$ cat config.mk
export PLATFORM = sky130hd
export DESIGN_NAME = game_round_sequencer_flat
export DESIGN_NICKNAME = d
export VERILOG_FILES = /design/src/rtl/game_round_sequencer_if.sv /design/src/rtl/game_round_sequencer.sv /design/src/flat_wrapper.sv
export SDC_FILE = /design/constraint.sdc
export NUM_CORES = 1
export LEC_CHECK = 0
export ABC_AREA = 1
export BUFFER_PORTS_ARGS = -buffer_cell sky130_fd_sc_hd__clkbuf_2
export CAP_MARGIN = 20
export CORE_UTILIZATION = 55
export DETAILED_ROUTE_END_ITERATION = 12
export PLACE_DENSITY = 0.77
export SLEW_MARGIN = 40
export SYNTH_ARGS = -nofsm -noshare
export SYNTH_HDL_FRONTEND = slang
export SYNTH_SLANG_ARGS = --single-unit
$ cat constraint.sdc
create_clock -name Clk -period 1.6 [get_ports Clk]
set_input_delay 0.24 -clock Clk [delete_from_list [all_inputs] [get_ports Clk]]
set_output_delay 0.24 -clock Clk [all_outputs]
set_load 0.005 [all_outputs]
$ cat src/rtl/game_round_sequencer_if.sv
// Bundles the button pulses, the switch value and the round status
// exchanged between the menu/button logic and the round sequencer.
interface game_round_sequencer_if;
    logic       Start;
    logic       Abort;
    logic       Submit;
    logic [7:0] userNumber;
    logic [7:0] target;
    logic [3:0] secondsLeft;
    logic [3:0] roundNum;
    logic [7:0] score;
    logic       isWrong;
    logic       busy;
    logic       done;

    // Menu / button side: issues the pulses and observes the round status.
    modport master (
        output Start, Abort, Submit, userNumber,
        input  target, secondsLeft, roundNum, score, isWrong, busy, done
    );

    // Sequencer side.
    modport slave (
        input  Start, Abort, Submit, userNumber,
        output target, secondsLeft, roundNum, score, isWrong, busy, done
    );
endinterface

$ cat src/rtl/game_round_sequencer.sv
// Play-mode round sequencer: draws a target from a free-running LFSR,
// counts down the per-round timer, judges Submit, holds the result and
// keeps score until the configured number of rounds has been played.
module game_round_sequencer #(
    parameter int ROUNDS        = 10,
    parameter int TICKS_PER_SEC = 100_000_000,
    parameter int ROUND_SECS    = 10,
    parameter int RESULT_CYCLES = 50_000_000
) (
    input logic                   Clk,
    input logic                   Reset,
    game_round_sequencer_if.slave game
);

    localparam int TICK_W = $clog2(TICKS_PER_SEC);
    localparam int RES_W  = $clog2(RESULT_CYCLES + 1);

    localparam logic [TICK_W-1:0] TICK_LAST = TICK_W'(TICKS_PER_SEC - 1);
    localparam logic [RES_W-1:0]  RES_LAST  = RES_W'(RESULT_CYCLES - 1);
    localparam logic [3:0]        SECS_INIT = 4'(ROUND_SECS);
    localparam logic [3:0]        LAST_ROUND = 4'(ROUNDS);

    typedef enum logic [2:0] {
        S_IDLE,
        S_LOAD,
        S_WAIT,
        S_RESULT,
        S_FINISH
    } state_t;

    state_t            state_reg,   state_next;
    logic [7:0]        lfsr_reg,    lfsr_next;
    logic [7:0]        target_reg,  target_next;
    logic [3:0]        secs_reg,    secs_next;
    logic [3:0]        round_reg,   round_next;
    logic [7:0]        score_reg,   score_next;
    logic              wrong_reg,   wrong_next;
    logic [TICK_W-1:0] tick_reg,    tick_next;
    logic [RES_W-1:0]  res_cnt_reg, res_cnt_next;

    logic lfsr_fb;
    logic tick_wrap;

    // x^8+x^6+x^5+x^4+1; a nonzero seed keeps the sequence off the all-zero lock-up
    assign lfsr_fb   = lfsr_reg[7] ^ lfsr_reg[5] ^ lfsr_reg[4] ^ lfsr_reg[3];
    assign tick_wrap = (tick_reg == TICK_LAST);

    // State and datapath registers, cleared or reseeded by the synchronous reset
    always_ff @(posedge Clk) begin
        if (Reset) begin
            state_reg   <= S_IDLE;
            lfsr_reg    <= 8'hA5;
            target_reg  <= '0;
            secs_reg    <= '0;
            round_reg   <= '0;
            score_reg   <= '0;
            wrong_reg   <= 1'b0;
            tick_reg    <= '0;
            res_cnt_reg <= '0;
        end else begin
            state_reg   <= state_next;
            lfsr_reg    <= lfsr_next;
            target_reg  <= target_next;
            secs_reg    <= secs_next;
            round_reg   <= round_next;
            score_reg   <= score_next;
            wrong_reg   <= wrong_next;
            tick_reg    <= tick_next;
            res_cnt_reg <= res_cnt_next;
        end
    end

    // Next-state and datapath updates; Abort outranks every other input
    always_comb begin
        state_next   = state_reg;
        lfsr_next    = {lfsr_reg[6:0], lfsr_fb};
        target_next  = target_reg;
        secs_next    = secs_reg;
        round_next   = round_reg;
        score_next   = score_reg;
        wrong_next   = wrong_reg;
        tick_next    = tick_reg;
        res_cnt_next = res_cnt_reg;

        if (game.Abort && (state_reg != S_IDLE)) begin
            state_next = S_IDLE;
            wrong_next = 1'b0;
        end else begin
            case (state_reg)
                S_IDLE: begin
                    if (game.Start) begin
                        state_next = S_LOAD;
                        score_next = '0;
                        round_next = '0;
                    end
                end
                S_LOAD: begin
                    target_next = lfsr_reg;
                    secs_next   = SECS_INIT;
                    tick_next   = '0;
                    round_next  = round_reg + 4'd1;
                    state_next  = S_WAIT;
                end
                S_WAIT: begin
                    tick_next = tick_wrap ? '0 : tick_reg + 1'b1;
                    if (game.Submit) begin
                        // A Submit on the final wrap wins; the timeout is dropped
                        state_next   = S_RESULT;
                        res_cnt_next = '0;
                        if (game.userNumber == target_reg) begin
                            wrong_next = 1'b0;
                            if (score_reg != 8'hFF) begin
                                score_next = score_reg + 8'd1;
                            end
                        end else begin
                            wrong_next = 1'b1;
                        end
                    end else if (tick_wrap) begin
                        secs_next = secs_reg - 4'd1;
                        if (secs_reg == 4'd1) begin
                            wrong_next   = 1'b1;
                            state_next   = S_RESULT;
                            res_cnt_next = '0;
                        end
                    end
                end
                S_RESULT: begin
                    if (res_cnt_reg == RES_LAST) begin
                        wrong_next = 1'b0;
                        state_next = (round_reg == LAST_ROUND) ? S_FINISH : S_LOAD;
                    end else begin
                        res_cnt_next = res_cnt_reg + 1'b1;
                    end
                end
                S_FINISH: begin
                    state_next = S_IDLE;
                end
                default: begin
                    state_next = S_IDLE;
                end
            endcase
        end
    end

    assign game.target      = target_reg;
    assign game.secondsLeft = secs_reg;
    assign game.roundNum    = round_reg;
    assign game.score       = score_reg;
    assign game.isWrong     = wrong_reg;
    assign game.busy        = (state_reg != S_IDLE);
    assign game.done        = (state_reg == S_FINISH);

endmodule
$ cat src/flat_wrapper.sv
// flat-port wrapper written by rule: the top's interface ports become plain ports
module game_round_sequencer_flat 
#(
    parameter int ROUNDS        = 10,
    parameter int TICKS_PER_SEC = 100_000_000,
    parameter int ROUND_SECS    = 10,
    parameter int RESULT_CYCLES = 50_000_000
)
  (Clk, Reset, game_Start, game_Abort, game_Submit, game_userNumber, game_target, game_secondsLeft, game_roundNum, game_score, game_isWrong, game_busy, game_done);
  game_round_sequencer_if game_i ();
  input logic Clk;
  input logic Reset;
  input wire logic [$bits(game_i.Start)-1:0] game_Start;
  input wire logic [$bits(game_i.Abort)-1:0] game_Abort;
  input wire logic [$bits(game_i.Submit)-1:0] game_Submit;
  input wire logic [$bits(game_i.userNumber)-1:0] game_userNumber;
  output wire logic [$bits(game_i.target)-1:0] game_target;
  output wire logic [$bits(game_i.secondsLeft)-1:0] game_secondsLeft;
  output wire logic [$bits(game_i.roundNum)-1:0] game_roundNum;
  output wire logic [$bits(game_i.score)-1:0] game_score;
  output wire logic [$bits(game_i.isWrong)-1:0] game_isWrong;
  output wire logic [$bits(game_i.busy)-1:0] game_busy;
  output wire logic [$bits(game_i.done)-1:0] game_done;
  assign game_i.Start = game_Start;
  assign game_i.Abort = game_Abort;
  assign game_i.Submit = game_Submit;
  assign game_i.userNumber = game_userNumber;
  assign game_target = game_i.target;
  assign game_secondsLeft = game_i.secondsLeft;
  assign game_roundNum = game_i.roundNum;
  assign game_score = game_i.score;
  assign game_isWrong = game_i.isWrong;
  assign game_busy = game_i.busy;
  assign game_done = game_i.done;
  game_round_sequencer #(.ROUNDS(ROUNDS), .TICKS_PER_SEC(TICKS_PER_SEC), .ROUND_SECS(ROUND_SECS), .RESULT_CYCLES(RESULT_CYCLES)) u_core (.Clk(Clk), .Reset(Reset), .game(game_i));
endmodule
Word-level counts from Yosys, hierarchy flattened

Index checks and enable logic that the tools add are counted.

Bits in writable memories: 0
Flip-flop bits (word level): 89
Input port bits: 13
Logic and storage cells: 84
Bits in read-only memories: 0
Output and inout bits: 27
Latch bits: 0
Memories: 0

Muxes and demuxes: 30
Bitwise logic cells: 4
Div/mod/pow operators: 0
Add/sub/neg operators: 5
Shift-type cells: 0
Reductions and logical operators: 16
Equality and inequality tests: 20
Multipliers: 0
Order comparisons: 0

Operator list:

| cell                                                 | number |
|---|---|
| 2-to-1 mux 26 bit                                    | 4 |
| case mux 27 bit (2 select lines)                     | 1 |
| case mux 26 bit (2 select lines)                     | 1 |
| 2-to-1 mux 8 bit                                     | 4 |
| adder 27 x 1 -> 27 bit (second input constant)       | 1 |
| equality test 27 bit (second input constant)         | 1 |
| 2-to-1 mux 27 bit                                    | 1 |
| adder 26 x 1 -> 26 bit (second input constant)       | 1 |
| equality test 26 bit (second input constant)         | 1 |
| 2-to-1 mux 3 bit                                     | 6 |
| case mux 4 bit (2 select lines)                      | 2 |
| case mux 8 bit (2 select lines)                      | 1 |
| 2-to-1 mux 4 bit                                     | 3 |
| case mux 3 bit (4 select lines)                      | 1 |
| AND reduction 4 bit                                  | 3 |
| adder 8 x 1 -> 8 bit (second input constant)         | 1 |
| equality test 8 bit                                  | 1 |
| != test 2 x 1 -> 1 bit (second input constant)       | 4 |
| != test 2 bit (second input constant)                | 4 |
| != test 8 bit (second input constant)                | 1 |
| nonzero test 2 bit                                   | 4 |
| equality test 3 x 2 -> 1 bit (second input constant) | 2 |
| != test 3 x 2 -> 1 bit (second input constant)       | 2 |
| AND reduction 6 bit                                  | 1 |
| other kinds (17)                                     | 24 |

Longest topological paths before layout

Depth in word-level cells: 5
Mapped depth: 13
Mapped depth without buffers: 13

Least setup slack after synthesis

OpenSTA, ideal clock, no wires.

Path type: reg2reg
Start point: register u_core.res_cnt_reg[0]
End point: register u_core.res_cnt_reg[19]
Library setup time: 0.113 ns
Clock period less this slack: 1.649 ns
Setup slack: -0.049 ns
Buffers on the path: 1
Required time: 1.487 ns
Cell stages (with the launch flop): 14
Arrival: 1.536 ns
Cells stage by stage: dfxtp_1 > ha_1 > nand2_2 > nor2_4 > nand2_1 > nor2_2 > nand3_1 > nand2_1 > inv_2 > nand2_4 > buf_6 > inv_2 > nor2_1 > nor2_1

Longest elaborated chain between the ends: 3
Elaborated cells on any way between the ends: 6
Classes of those cells: add/sub (1); eq/ne (2); mux (2); reduce/logical (1)

Ends and longest elaborated chain:

| element                                                                 | RTL line                                                 | source |
|---|---|---|
| start: declaration                                                      | game_round_sequencer.sv:39                               | `logic [RES_W-1:0] res_cnt_reg, res_cnt_next;` |
| start signal: assignment                                                | game_round_sequencer.sv:69                               | `res_cnt_reg <= res_cnt_next;` |
| adder 26 x 1 -> 26 bit or equality test 26 bit (tied branches)          | game_round_sequencer.sv:132, game_round_sequencer.sv:128 |  |
| 2-to-1 mux 26 bit or != test 2 bit (tied branches)                      | n/a                                                      |  |
| case mux 26 bit (2 select lines) or AND reduction 5 bit (tied branches) | n/a                                                      |  |

Parallel ways exist; a longest one is shown, timed or not. The select of a mux whose other input is x is not followed.
A chain may end at the register's enable or synchronous reset.

Final worst setup path

Start point: register u_core.tick_reg[1]
End point: register u_core.tick_reg[0]

Longest elaborated chain between the ends: 3

Ends and longest elaborated chain:

| element                          | RTL line                    | source |
|---|---|---|
| start: declaration               | game_round_sequencer.sv:38  | `logic [TICK_W-1:0] tick_reg, tick_next;` |
| start signal: assignment         | game_round_sequencer.sv:68  | `tick_reg <= tick_next;` |
| equality test 27 bit             | game_round_sequencer.sv:46  | `assign tick_wrap = (tick_reg == TICK_LAST);` |
| 2-to-1 mux 27 bit                | game_round_sequencer.sv:105 | `tick_next = tick_wrap ? '0 : tick_reg + 1'b1;` |
| case mux 27 bit (2 select lines) | game_round_sequencer.sv:89  | `case (state_reg)` |

No other way between the ends.

==> flow_summary_export.csv <==
group,metric,value,unit
synthesis,ys.warnings.count,0,
critical_path,crit_chain,"ha_4, inv_2, nor2_4, buf_4, nand2_2, nor2_4, nand2_2, nand2_4, nand2_4, nand2_4, clkbuf_16, a21oi_1",
critical_path,startpoint_type,"flop",
synthesis,synth_adder_area_share,1.62,%
place,detailedPlace.worstSlack,-0.159,ns
power_and_ir_drop,static-leakage-power,3.03,nW
power_and_ir_drop,p_total,7.90,mW
final_layout,flow.area_growth_from_synthesis,37.3,%
power_and_ir_drop,vdd_drop_max,1.20,mV
hold_path,worstHoldPathType,"in2reg",
clock_network,worst_skew_pair.late_latency,0.37,ns
synthesis,synth_mux_area_share,0,%
synthesis,synth.distinct_cells,33,
floorplanning,dieWidth,101,um
critical_path,worstSetupEndpointType,"flop",
final_layout,most_common_cell_after_layout_fill_and_taps_aside,"sky130_fd_sc_hd__nand2_1",
power_and_ir_drop,power_density,1060,nW/um2
floorplanning,starting_density,57.7,%
global_route,grt_first_pass_wirelength,25200,um
synthesis,synth_enable_flop_cells,0,
power_and_ir_drop,power.combinational.fraction,46.2,%
clock_network,clock_tree_from_tritoncts,"done",
sta,final_min_period_over_clock_period,109,%
final_layout,final_layout_size_suffix_gt1_share,31.7,%
clock_network,clk_pin_slew,0.10,ns
synthesis,synth.avg_cell_area,6.11,um2
sta,timing.max_slew.rel_slack,68.3,%
route,drc,0,
sta,setup_viol_count_final,63,
floorplanning,chipHeight,101,um
global_route,number_of_global_route_vias_before_repair,5797,
critical_path,critical_path_class,"reg2reg",
global_route,grt_max_degree,34,
run_status,violated_checks,"setup timing",
final_layout,multiInputGateArea,3590,um2
floorplanning,io_pins,40,
synthesis,synth_top_family_by_area,"simple AND/OR/NAND/NOR gates",
synthesis,synth_seq_area_share,32.9,%
place,port-buffer-count,39,
critical_path,critPathLaunch,"u_core.tick_reg[1]",
critical_path,timing.critical_path.required,1.86,ns
clock_network,cts.path.max_buffers,2,
final_layout,nNetsFinal,1045,
sta,final-max-slew-violation-count,0,
final_layout,layoutNonFillerInstCount,1159,
sta,tns,-4.44,ns
sta,fin_crit,1.74,ns
sta,final-hold-violation-count,0,
route,routed_wirelength,17300,um
global_route,grt.overflow.total,0,
final_layout,layout.cells.most_common_list,"sky130_fd_sc_hd__nand2_1 (208), sky130_fd_sc_hd__nor2_1 (142), sky130_fd_sc_hd__buf_4 (91), sky130_fd_sc_hd__inv_1 (88), sky130_fd_sc_hd__nand3_1 (70)",
synthesis,yosys.area_share.xor_xnor,4.21,%
synthesis,area_share_of_and_or_nand_nor_cells_after_synthesis,44.9,%
sta,fin_ws,-0.140,ns
synthesis,synth_compound_area_share,7.12,%
power_and_ir_drop,pwr-share-seq,33.8,%
power_and_ir_drop,pwr-share-clk,20.0,%
synthesis,ys.flop_type,"sky130_fd_sc_hd__dfxtp_1",
critical_path,worst-endpoint-arrival,2.00,ns
run_status,run_status,"complete, but fails checks",
synthesis,syn_inst,885,
sta,rsz_0062_raised_after_global_routing,"true",
route,routed-via-count,6413,
sta,hold_ws,0.240,ns
global_route,globalRouteTotalUtil,30.6,%
hold_path,hold_path_startpoint,"Reset",
power_and_ir_drop,p_sw_share,41.0,%
place,gp_congestion,0.933,
synthesis,post_synthesis_instance_area,5410,um2
critical_path,cpMostUsedCell,"sky130_fd_sc_hd__nand2_4",
clock_network,cts_num_sinks,89,
sta,worst_tran_pin_value,0.476,ns
synthesis,post_synthesis_sequential_element_count,89,
route,detail_route.first_pass.iterations,7,
power_and_ir_drop,power.switching,3.23,mW
route,final_antenna_net_count,0,
job,max-cap-violations,0,
critical_path,rr_startpoint,"u_core.tick_reg[1]",
floorplanning,design.die.area,10200,um2
clock_network,cts_root_cell,"sky130_fd_sc_hd__clkbuf_8",
global_route,initial_antenna_violation_count,0,
clock_network,cts-hold-fix-buffers,0,
final_layout,n_antenna_cell,0,
synthesis,postSynth.asyncResetShare,0,%
clock_network,cts.htree.levels,3,
final_layout,largest_register_ffs,27,
final_layout,seq_area,1830,um2
sta,fin_skew,0.0101,ns
critical_path,timing.critical_path.fanout_max,9,
place,place.detailed.hpwl,10900,um
power_and_ir_drop,internal-power,4.66,mW
critical_path,cpMaxStageDelayCell,"sky130_fd_sc_hd__dfxtp_2",
floorplanning,design.core.area,9370,um2
floorplanning,placement_rows,35,
route,routedWlPerCell,14.9,um
route,drt_iter0_markers,542,
critical_path,critPathMaxStageDelay,0.36,ns
place,placed_cells,1122,
clock_network,cts-buffers-inserted,9,
sta,highest_attainable_clock_frequency,575,MHz
final_layout,n_fill_cell,653,
route,vias_per_cell,5.53,
synthesis,synthesized_net_count,905,
kinds of logic (layout without fill, tap and decap cells):
group           after synthesis  count (layout)
fa+ha+maj                     7               7
flops                        89              89
buf+inv                     121             266
xor+xnor                     26              26
compound gates               74              74
simple gates                568             568
cells in the mapped netlist (all sizes together), types with 2 or more instances:
cell type | instances | area [um2]
or2 | 5 | 31.3
buf | 16 | 105
inv | 98 | 368
nand2 | 251 | 972
a21oi | 50 | 254
o21ai | 21 | 109
nor3 | 17 | 96.4
nor2 | 177 | 687
nand3 | 90 | 460
clkbuf | 6 | 22.5
and3 | 2 | 12.5
xnor2 | 13 | 114
and2 | 4 | 25.0
nor3b | 4 | 30.0
o21bai | 3 | 22.5
xor2 | 13 | 114
dfxtp | 89 | 1780
ha | 7 | 87.6
nand4 | 17 | 106
per-stage QoR:
step | cell area [um2] | utilization, %
floorplan | 5430 | -
global placement | 6430 | 68.6
detailed placement | 6430 | 68.6
CTS | 6880 | 73.5
global route | 7430 | 79.3
finish | 7430 | 79.3
per-layer routing:
metal  routed length, um  global-route usage [%]  vias to the layer above
li1                    -                       -                     3085
met1                7000                    38.8                     2934
met2                8420                    52.7                      325
met3                1350                    5.31                       69
met4                 521                    10.4                        0
met5                   0                       0                        -
timing repair:
item / CTS / global route
endpoints found under the setup margin: 59 / 73
pin swaps: 16 / 30
buffers inserted: 10 / 5
gates resized for setup: 51 / 121
cloned: 1 / 5
power groups by stage:
| stage | Clock (mW) | Combinational [mW] | Sequential (mW) |
|---|---|---|---|
| after floorplan | 0 | 1.49 | 2.67 |
| after global placement | 0 | 2.61 | 2.66 |
| after detailed placement | 0 | 2.70 | 2.67 |
| after CTS | 1.57 | 2.94 | 2.64 |
| after global routing | 1.65 | 3.87 | 2.69 |
| final | 1.58 | 3.65 | 2.67 |
layout make-up:
| cell class | instances | area share (%) |
|---|---|---|
| multi-input cells | 675 | 48.4 |
| flip-flops and latches | 89 | 24.6 |
| repair buffers | 151 | 17.1 |
| inverters | 99 | 5.10 |
| well taps | 129 | 2.17 |
| clock buffers | 9 | 1.67 |
| clock inverters | 7 | 0.927 |
path summary, 6_finish.rpt:
kind	end	slack [ns]	cells after the start
setup / recovery	u_core.tick_reg[0]	-0.14	12
hold / removal	u_core.lfsr_reg[5]	0.24	3
setup reg to reg	u_core.tick_reg[0]	-0.14	12
hold reg to reg	u_core.lfsr_reg[2]	0.43	2
critical path: cells and delay by family (launching register included):
family,cells,cell delay [ns]
and+or+nand+nor,7,0.70
DFF,1,0.36
buffers and inverters,3,0.37
AOI/OAI and AO/OA,1,0.04
adders and majority gates,1,0.14
No activity file was read; power rests on OpenSTA's default activity.
